==> config.mk <==
export PLATFORM = sky130hd
export DESIGN_NAME = vram_oam_arbiter
export DESIGN_NICKNAME = d
export VERILOG_FILES = /design/src/rtl/gpu_pkg.sv /design/src/rtl/gpu_addr_decode.sv /design/src/rtl/vram_oam_arbiter.sv
export SDC_FILE = /design/constraint.sdc
export NUM_CORES = 1
export LEC_CHECK = 0
export BUFFER_PORTS_ARGS = -buffer_cell sky130_fd_sc_hd__buf_2
export CAP_MARGIN = 0
export CORE_AREA = 4 4 94 96
export DETAILED_ROUTE_END_ITERATION = 7
export DIE_AREA = 0 0 98 100
export GPL_TIMING_DRIVEN = 0
export PLACE_DENSITY = 0.81
export SETUP_SLACK_MARGIN = 0.3
export SYNTH_ARGS = -nofsm -noshare
export SYNTH_HDL_FRONTEND = slang
export SYNTH_SLANG_ARGS = --single-unit
==> constraint.sdc <==
create_clock -name clk -period 1.96 [get_ports clk]
set_input_delay 0.098 -clock clk [delete_from_list [all_inputs] [get_ports clk]]
set_output_delay 0.098 -clock clk [all_outputs]
set_load 0.01 [all_outputs]
==> src/rtl/gpu_pkg.sv <==
// Shared GPU definitions: LCD mode encodings, memory map constants,
// requester ids and the VRAM/OAM arbiter state encoding.
package gpu_pkg;

  localparam logic [1:0] MODE_HBLANK = 2'd0;
  localparam logic [1:0] MODE_VBLANK = 2'd1;
  localparam logic [1:0] MODE_OAM    = 2'd2;
  localparam logic [1:0] MODE_XFER   = 2'd3;

  localparam logic [15:0] VRAM_BASE = 16'h8000;
  localparam logic [15:0] VRAM_END  = 16'h9FFF;
  localparam logic [15:0] OAM_BASE  = 16'hFE00;
  localparam logic [15:0] OAM_END   = 16'hFE9F;

  typedef enum logic [1:0] {
    REQ_PPU,
    REQ_DMA,
    REQ_CPU
  } req_id_e;

  typedef enum logic [1:0] {
    StIdle,
    StIssue,
    StCapture,
    StAck
  } arb_state_e;

endpackage

==> src/rtl/gpu_addr_decode.sv <==
// Classifies a 16-bit bus address as VRAM, OAM or unmapped and slices out
// the RAM-local address for each space.
module gpu_addr_decode
  import gpu_pkg::*;
#(
  parameter int unsigned VRAM_AW  = 13,
  parameter int unsigned OAM_AW   = 8,
  parameter int unsigned OAM_SIZE = 160
) (
  input  logic [15:0]        addr,
  output logic               is_vram,
  output logic               is_oam,
  output logic [VRAM_AW-1:0] vram_addr,
  output logic [OAM_AW-1:0]  oam_addr
);

  localparam logic [15:0] OamLast = OAM_BASE + 16'(OAM_SIZE - 1);

  assign is_vram   = (addr >= VRAM_BASE) && (addr <= VRAM_END);
  assign is_oam    = (addr >= OAM_BASE) && (addr <= OamLast);
  assign vram_addr = addr[VRAM_AW-1:0];
  assign oam_addr  = addr[OAM_AW-1:0];

endmodule

==> src/rtl/vram_oam_arbiter.sv <==
// Shares the single-port VRAM and OAM between PPU, OAM DMA and CPU, applying
// the LCD-mode access locks to the CPU. Priority is PPU > DMA > CPU.
module vram_oam_arbiter
  import gpu_pkg::*;
#(
  parameter int unsigned VRAM_AW      = 13,
  parameter int unsigned OAM_AW       = 8,
  parameter int unsigned OAM_SIZE     = 160,
  parameter logic [7:0]  BLOCKED_DATA = 8'hFF
) (
  input  logic               clk,
  input  logic               rst,
  input  logic [1:0]         mode_video,
  input  logic               dma_active,
  input  logic               cpu_req,
  input  logic               cpu_rd_n,
  input  logic               cpu_wr_n,
  input  logic [15:0]        cpu_addr,
  input  logic [7:0]         cpu_di,
  output logic [7:0]         cpu_do,
  output logic               cpu_ack,
  input  logic               ppu_req,
  input  logic [15:0]        ppu_addr,
  output logic [7:0]         ppu_do,
  output logic               ppu_ack,
  input  logic               dma_req,
  input  logic [OAM_AW-1:0]  dma_addr,
  input  logic [7:0]         dma_di,
  output logic               dma_ack,
  output logic [VRAM_AW-1:0] vram_addr,
  output logic               vram_re,
  output logic               vram_we,
  output logic [7:0]         vram_wdata,
  input  logic [7:0]         vram_rdata,
  output logic [OAM_AW-1:0]  oam_addr,
  output logic               oam_re,
  output logic               oam_we,
  output logic [7:0]         oam_wdata,
  input  logic [7:0]         oam_rdata
);

  logic               cpu_is_vram, cpu_is_oam, ppu_is_vram, ppu_is_oam;
  logic [VRAM_AW-1:0] cpu_vram_addr, ppu_vram_addr;
  logic [OAM_AW-1:0]  cpu_oam_addr, ppu_oam_addr;

  gpu_addr_decode #(.VRAM_AW(VRAM_AW), .OAM_AW(OAM_AW), .OAM_SIZE(OAM_SIZE)) u_cpu_dec (
    .addr      (cpu_addr),
    .is_vram   (cpu_is_vram),
    .is_oam    (cpu_is_oam),
    .vram_addr (cpu_vram_addr),
    .oam_addr  (cpu_oam_addr)
  );

  gpu_addr_decode #(.VRAM_AW(VRAM_AW), .OAM_AW(OAM_AW), .OAM_SIZE(OAM_SIZE)) u_ppu_dec (
    .addr      (ppu_addr),
    .is_vram   (ppu_is_vram),
    .is_oam    (ppu_is_oam),
    .vram_addr (ppu_vram_addr),
    .oam_addr  (ppu_oam_addr)
  );

  arb_state_e state_q;
  req_id_e    id_q;
  logic       rd_q, sel_oam_q;

  logic vram_locked, oam_locked, cpu_ok, cpu_is_wr, cpu_busy, ppu_busy, ppu_mapped;
  logic cpu_blocked, ppu_unmapped, ppu_go, dma_go, cpu_go;
  logic [7:0] rdata;

  assign vram_locked = (mode_video == MODE_XFER);
  assign oam_locked  = (mode_video == MODE_OAM) || (mode_video == MODE_XFER) || dma_active;
  assign cpu_ok      = (cpu_is_vram && !vram_locked) || (cpu_is_oam && !oam_locked);
  assign cpu_is_wr   = !cpu_wr_n && cpu_rd_n;
  assign ppu_mapped  = ppu_is_vram || ppu_is_oam;

  // A requester already owning the FSM must not also take the fast path.
  assign cpu_busy = (state_q != StIdle) && (id_q == REQ_CPU);
  assign ppu_busy = (state_q != StIdle) && (id_q == REQ_PPU);

  // Holding req through the ack cycle must not retrigger; hence the !ack terms.
  assign cpu_blocked  = cpu_req && !cpu_ok && !cpu_ack && !cpu_busy;
  assign ppu_unmapped = ppu_req && !ppu_mapped && !ppu_ack && !ppu_busy;
  assign ppu_go       = ppu_req && ppu_mapped && !ppu_ack;
  assign dma_go       = dma_req && !dma_ack;
  assign cpu_go       = cpu_req && cpu_ok && !cpu_ack;

  assign rdata = sel_oam_q ? oam_rdata : vram_rdata;

  always_ff @(posedge clk or posedge rst) begin
    if (rst) begin
      state_q    <= StIdle;
      id_q       <= REQ_PPU;
      rd_q       <= 1'b0;
      sel_oam_q  <= 1'b0;
      cpu_do     <= '0;
      cpu_ack    <= 1'b0;
      ppu_do     <= '0;
      ppu_ack    <= 1'b0;
      dma_ack    <= 1'b0;
      vram_addr  <= '0;
      vram_re    <= 1'b0;
      vram_we    <= 1'b0;
      vram_wdata <= '0;
      oam_addr   <= '0;
      oam_re     <= 1'b0;
      oam_we     <= 1'b0;
      oam_wdata  <= '0;
    end else begin
      cpu_ack <= 1'b0;
      ppu_ack <= 1'b0;
      dma_ack <= 1'b0;
      if (cpu_blocked) begin
        cpu_ack <= 1'b1;
        cpu_do  <= BLOCKED_DATA;
      end
      if (ppu_unmapped) begin
        ppu_ack <= 1'b1;
        ppu_do  <= 8'h00;
      end
      unique case (state_q)
        StIdle: begin
          if (ppu_go) begin
            id_q      <= REQ_PPU;
            rd_q      <= 1'b1;
            sel_oam_q <= ppu_is_oam;
            state_q   <= StIssue;
            if (ppu_is_oam) begin
              oam_addr <= ppu_oam_addr;
              oam_re   <= 1'b1;
            end else begin
              vram_addr <= ppu_vram_addr;
              vram_re   <= 1'b1;
            end
          end else if (dma_go) begin
            id_q      <= REQ_DMA;
            rd_q      <= 1'b0;
            sel_oam_q <= 1'b1;
            state_q   <= StIssue;
            oam_addr  <= dma_addr;
            oam_wdata <= dma_di;
            oam_we    <= 1'b1;
          end else if (cpu_go) begin
            id_q      <= REQ_CPU;
            rd_q      <= !cpu_is_wr;
            sel_oam_q <= cpu_is_oam;
            state_q   <= StIssue;
            if (cpu_is_oam) begin
              oam_addr  <= cpu_oam_addr;
              oam_wdata <= cpu_di;
              oam_re    <= !cpu_is_wr;
              oam_we    <= cpu_is_wr;
            end else begin
              vram_addr  <= cpu_vram_addr;
              vram_wdata <= cpu_di;
              vram_re    <= !cpu_is_wr;
              vram_we    <= cpu_is_wr;
            end
          end
        end
        StIssue: begin
          vram_re <= 1'b0;
          vram_we <= 1'b0;
          oam_re  <= 1'b0;
          oam_we  <= 1'b0;
          if (rd_q) begin
            state_q <= StCapture;
          end else begin
            state_q <= StAck;
            case (id_q)
              REQ_DMA: dma_ack <= 1'b1;
              REQ_CPU: cpu_ack <= 1'b1;
              default: ppu_ack <= 1'b1;
            endcase
          end
        end
        StCapture: begin
          state_q <= StAck;
          if (id_q == REQ_CPU) begin
            cpu_ack <= 1'b1;
            cpu_do  <= rdata;
          end else begin
            ppu_ack <= 1'b1;
            ppu_do  <= rdata;
          end
        end
        StAck:   state_q <= StIdle;
        default: state_q <= StIdle;
      endcase
    end
  end

endmodule

==> flow_summary.json <==
{
  "status": "complete, no violations",
  "ff2ff_setup_slack_ns": 0.11,
  "whs_endpoint": "vram_wdata[2]$_DFFE_PP0P_",
  "p_per_area_nw_per_um2": 1350,
  "antenna_found_initial": 0,
  "syn_area_um2": 3374,
  "layout_commonest_cell": "buf_2",
  "holdWs_ns": 0.007242,
  "cpMaxStageDelayCell": "dfrtp_1",
  "initial_core_util_pct": 41.91,
  "first_global_vias": 3398,
  "place_hpwl_mm": 7.438,
  "synthAdderAreaFrac_pct": 2.225,
  "synth_edf_count": 0,
  "path_buf_inv": 1,
  "insertion_delay_ns": 0.35,
  "antenna_left": 0,
  "crit_type": "reg2reg",
  "ctsRootBufferMaster": "clkbuf_8",
  "synth_compound_area_share_pct": 15.54,
  "worst_slew_pin_slew_ns": 0.6762,
  "clock_path_buffers": 2,
  "synth_xor_area_share_pct": 0,
  "startpoint_type": "flip-flop",
  "drt-pass1-iter-count": 5,
  "fin_util_pct": 61.57,
  "avgRoutedWirePerCell_um": 17.67,
  "yosysWarnings": 0,
  "fin_crit_ns": 1.850,
  "track_usage_pct": 20.57,
  "maxCapViolCount": 0,
  "p_leak_nw": 2.414,
  "fp.dieArea_um2": 9800,
  "critPathMaxFanout": 5,
  "diodes": 0,
  "overflow": 0,
  "path_clk_slew_ns": 0.08,
  "coreArea_um2": 8051,
  "drcViolationCount": 0,
  "globalplace.congestion": 0.8604,
  "synth_top_family_by_area": "compound AO/OA/AOI/OAI gates",
  "regArea_um2": 1652,
  "cp-end-kind": "flip-flop",
  "syn_nets": 427,
  "synthCells": 339,
  "synth_ff_type": "dfrtp_1",
  "fmax_ghz": 0.5406,
  "drt_iter0_drc": 233,
  "grt_pass1_wl_mm": 16.26,
  "totalWireLength_mm": 11.18,
  "hp-class": "in2reg",
  "seq_area_frac_synth_pct": 48.94,
  "min_path_cells": 2,
  "htree_levels": 3,
  "reg2reg_depth": 5,
  "cts_buffers": 9,
  "fin_nets": 611,
  "path_cells": "nand2b_4, nand2b_1, nor3_4, buf_6, mux2_2",
  "crit_family": "simple AND/OR/NAND/NOR gates",
  "ir_drop_uv": 659.1,
  "avgSynthCellArea_um2": 9.954,
  "tns_ns": 0,
  "holdCritStartpoint": "cpu_di[2]",
  "finClkSkew_ns": 0.01957,
  "vias": 3441,
  "grt_max_degree": 41,
  "io_buffers": 141,
  "synth-simple-area-share_pct": 15.24,
  "setup-violations-final": 0,
  "pin_count": 142,
  "post_drt_via_cell_ratio": 5.436,
  "maxSlewViolCount": 0,
  "row_count": 33,
  "die_width_um": 98,
  "ys_async_sr_fraction_pct": 100.0,
  "rsz0062_at_grt": "true",
  "fin_crit_sh_pct": 94.37,
  "r2r-start": "cpu_ack$_DFF_PP0_",
  "cts_tree": "done",
  "multi_input_area_um2": 1743,
  "synth.ff_latch_count": 66,
  "layout-drive-gt1-share_pct": 45.27,
  "muxShareOfSynthArea_pct": 14.53,
  "fillers": 646,
  "max_stage_delay_ns": 0.37,
  "final_cell_mix": "147 x buf_2, 66 x dfrtp_1, 54 x nand2_1, 48 x o21ai_0, 31 x mux2i_1",
  "critPathRequiredTime_ns": 2.18,
  "area_growth_pct": 46.90,
  "arrival_ns": 2.07,
  "synth_cell_type_count": 44,
  "cts_num_sinks": 66,
  "regToRegEndpoint": "vram_wdata[7]$_DFFE_PP0P_",
  "finalHoldViolations": 0,
  "die_height_um": 100,
  "relSlewSlack_pct": 54.92
}
cells in the mapped netlist (2+ instances only):
master | n | area share, %
nor3b_1 | 3 | 0.67
nand2b_1 | 8 | 1.5
o21ai_0 | 48 | 7.1
o22ai_1 | 11 | 2.0
inv_1 | 8 | 0.89
ha_1 | 6 | 2.2
and4_1 | 2 | 0.52
o22a_1 | 2 | 0.52
nor2_1 | 12 | 1.3
a31oi_1 | 11 | 2.0
nor2_2 | 2 | 0.37
clkbuf_1 | 5 | 0.56
nand2_1 | 55 | 6.1
buf_1 | 3 | 0.33
mux2_2 | 16 | 5.3
nand3_1 | 2 | 0.30
and4b_1 | 2 | 0.59
and3_1 | 3 | 0.56
buf_2 | 5 | 0.74
mux2i_1 | 31 | 9.2
dfrtp_1 | 66 | 49
buf_4 | 4 | 0.89
a21oi_1 | 10 | 1.5
nor2b_1 | 4 | 0.74
metal layers:
layer / GRT usage, % / vias up / share of wire (%)
li1: - / 1577 / -
met1: 25.93 / 1646 / 39
met2: 34.08 / 181 / 51
met3: 3.197 / 37 / 6.6
met4: 11.18 / 0 / 3.6
met5: 0 / - / 0
how the worst max path moves through the flow:
stage                      startpoint                         to  slack [ns]  depth (start not counted)
3_3_place_gp   state_q[1]$_DFFE_PP0P_    oam_addr[4]$_DFFE_PP0P_       0.002                          5
2_1_floorplan       cpu_ack$_DFF_PP0_    oam_addr[0]$_DFFE_PP0P_        0.19                          5
6_report            cpu_ack$_DFF_PP0_  vram_wdata[7]$_DFFE_PP0P_        0.11                          5
4_1_cts             cpu_ack$_DFF_PP0_    oam_addr[3]$_DFFE_PP0P_        0.21                          6
5_1_grt             cpu_ack$_DFF_PP0_  vram_wdata[7]$_DFFE_PP0P_        0.06                          5
3_5_place_dp   state_q[1]$_DFFE_PP0P_    oam_addr[3]$_DFFE_PP0P_       -0.04                          5
kinds of logic after synthesis:
group           count (synthesis)
compound gates                 90
fa+ha+maj                       6
buf+inv                        26
flops                          66
mux                            47
simple gates                  104
cell type report:
type,count,share of cell area [%]
repair buffers,173,20.39
inverters,9,0.9086
multi-input cells,247,35.16
plain buffers,17,2.524
well taps,105,2.650
flip-flops and latches,66,33.32
clock buffers,10,2.776
clock inverters,6,2.272
power breakdown:
part	internal [mW]	switching, mW
logic	1.42	1.63
registers	1.90	0.306
clock network	0.884	0.544
through the flow:
step	cells	setup slack [ns]	cell area, µm²	power [mW]
after floorplan	339	0.1936	3392	3.710
after global placement	585	0.002286	4229	4.565
after detailed placement	586	-0.03981	4249	4.664
after CTS	621	0.2058	4756	6.314
after global routing	633	0.05590	4957	7.063
final	633	0.1104	4957	6.692
state kept, by name, summed over array words and instances, names as in the netlist, 2 cells and up:
| signal | cells |
|---|---|
| id_q | 2 |
| ppu_do | 8 |
| state_q | 2 |
| oam_addr | 8 |
| oam_wdata | 8 |
| vram_wdata | 8 |
| vram_addr | 13 |
| cpu_do | 8 |
repair_timing:
item / 4_1_cts / 5_1_grt
gates resized for setup: 24 / 34
setup endpoints to repair: 61 / 57
gates cloned: 1 / 3
pin swaps: 5 / 8
hold buffers: 8 / 0
endpoints found under the hold margin: 33 / 0
setup buffers: 10 / 9
worst register-to-register path: stages, from the launching register on:
cell      delay, ns
dfrtp_1        0.37
nand2b_4       0.17
nand2b_1       0.32
nor3_4         0.37
buf_6          0.18
mux2_2         0.33
No activity file was read; power rests on OpenSTA's default activity.
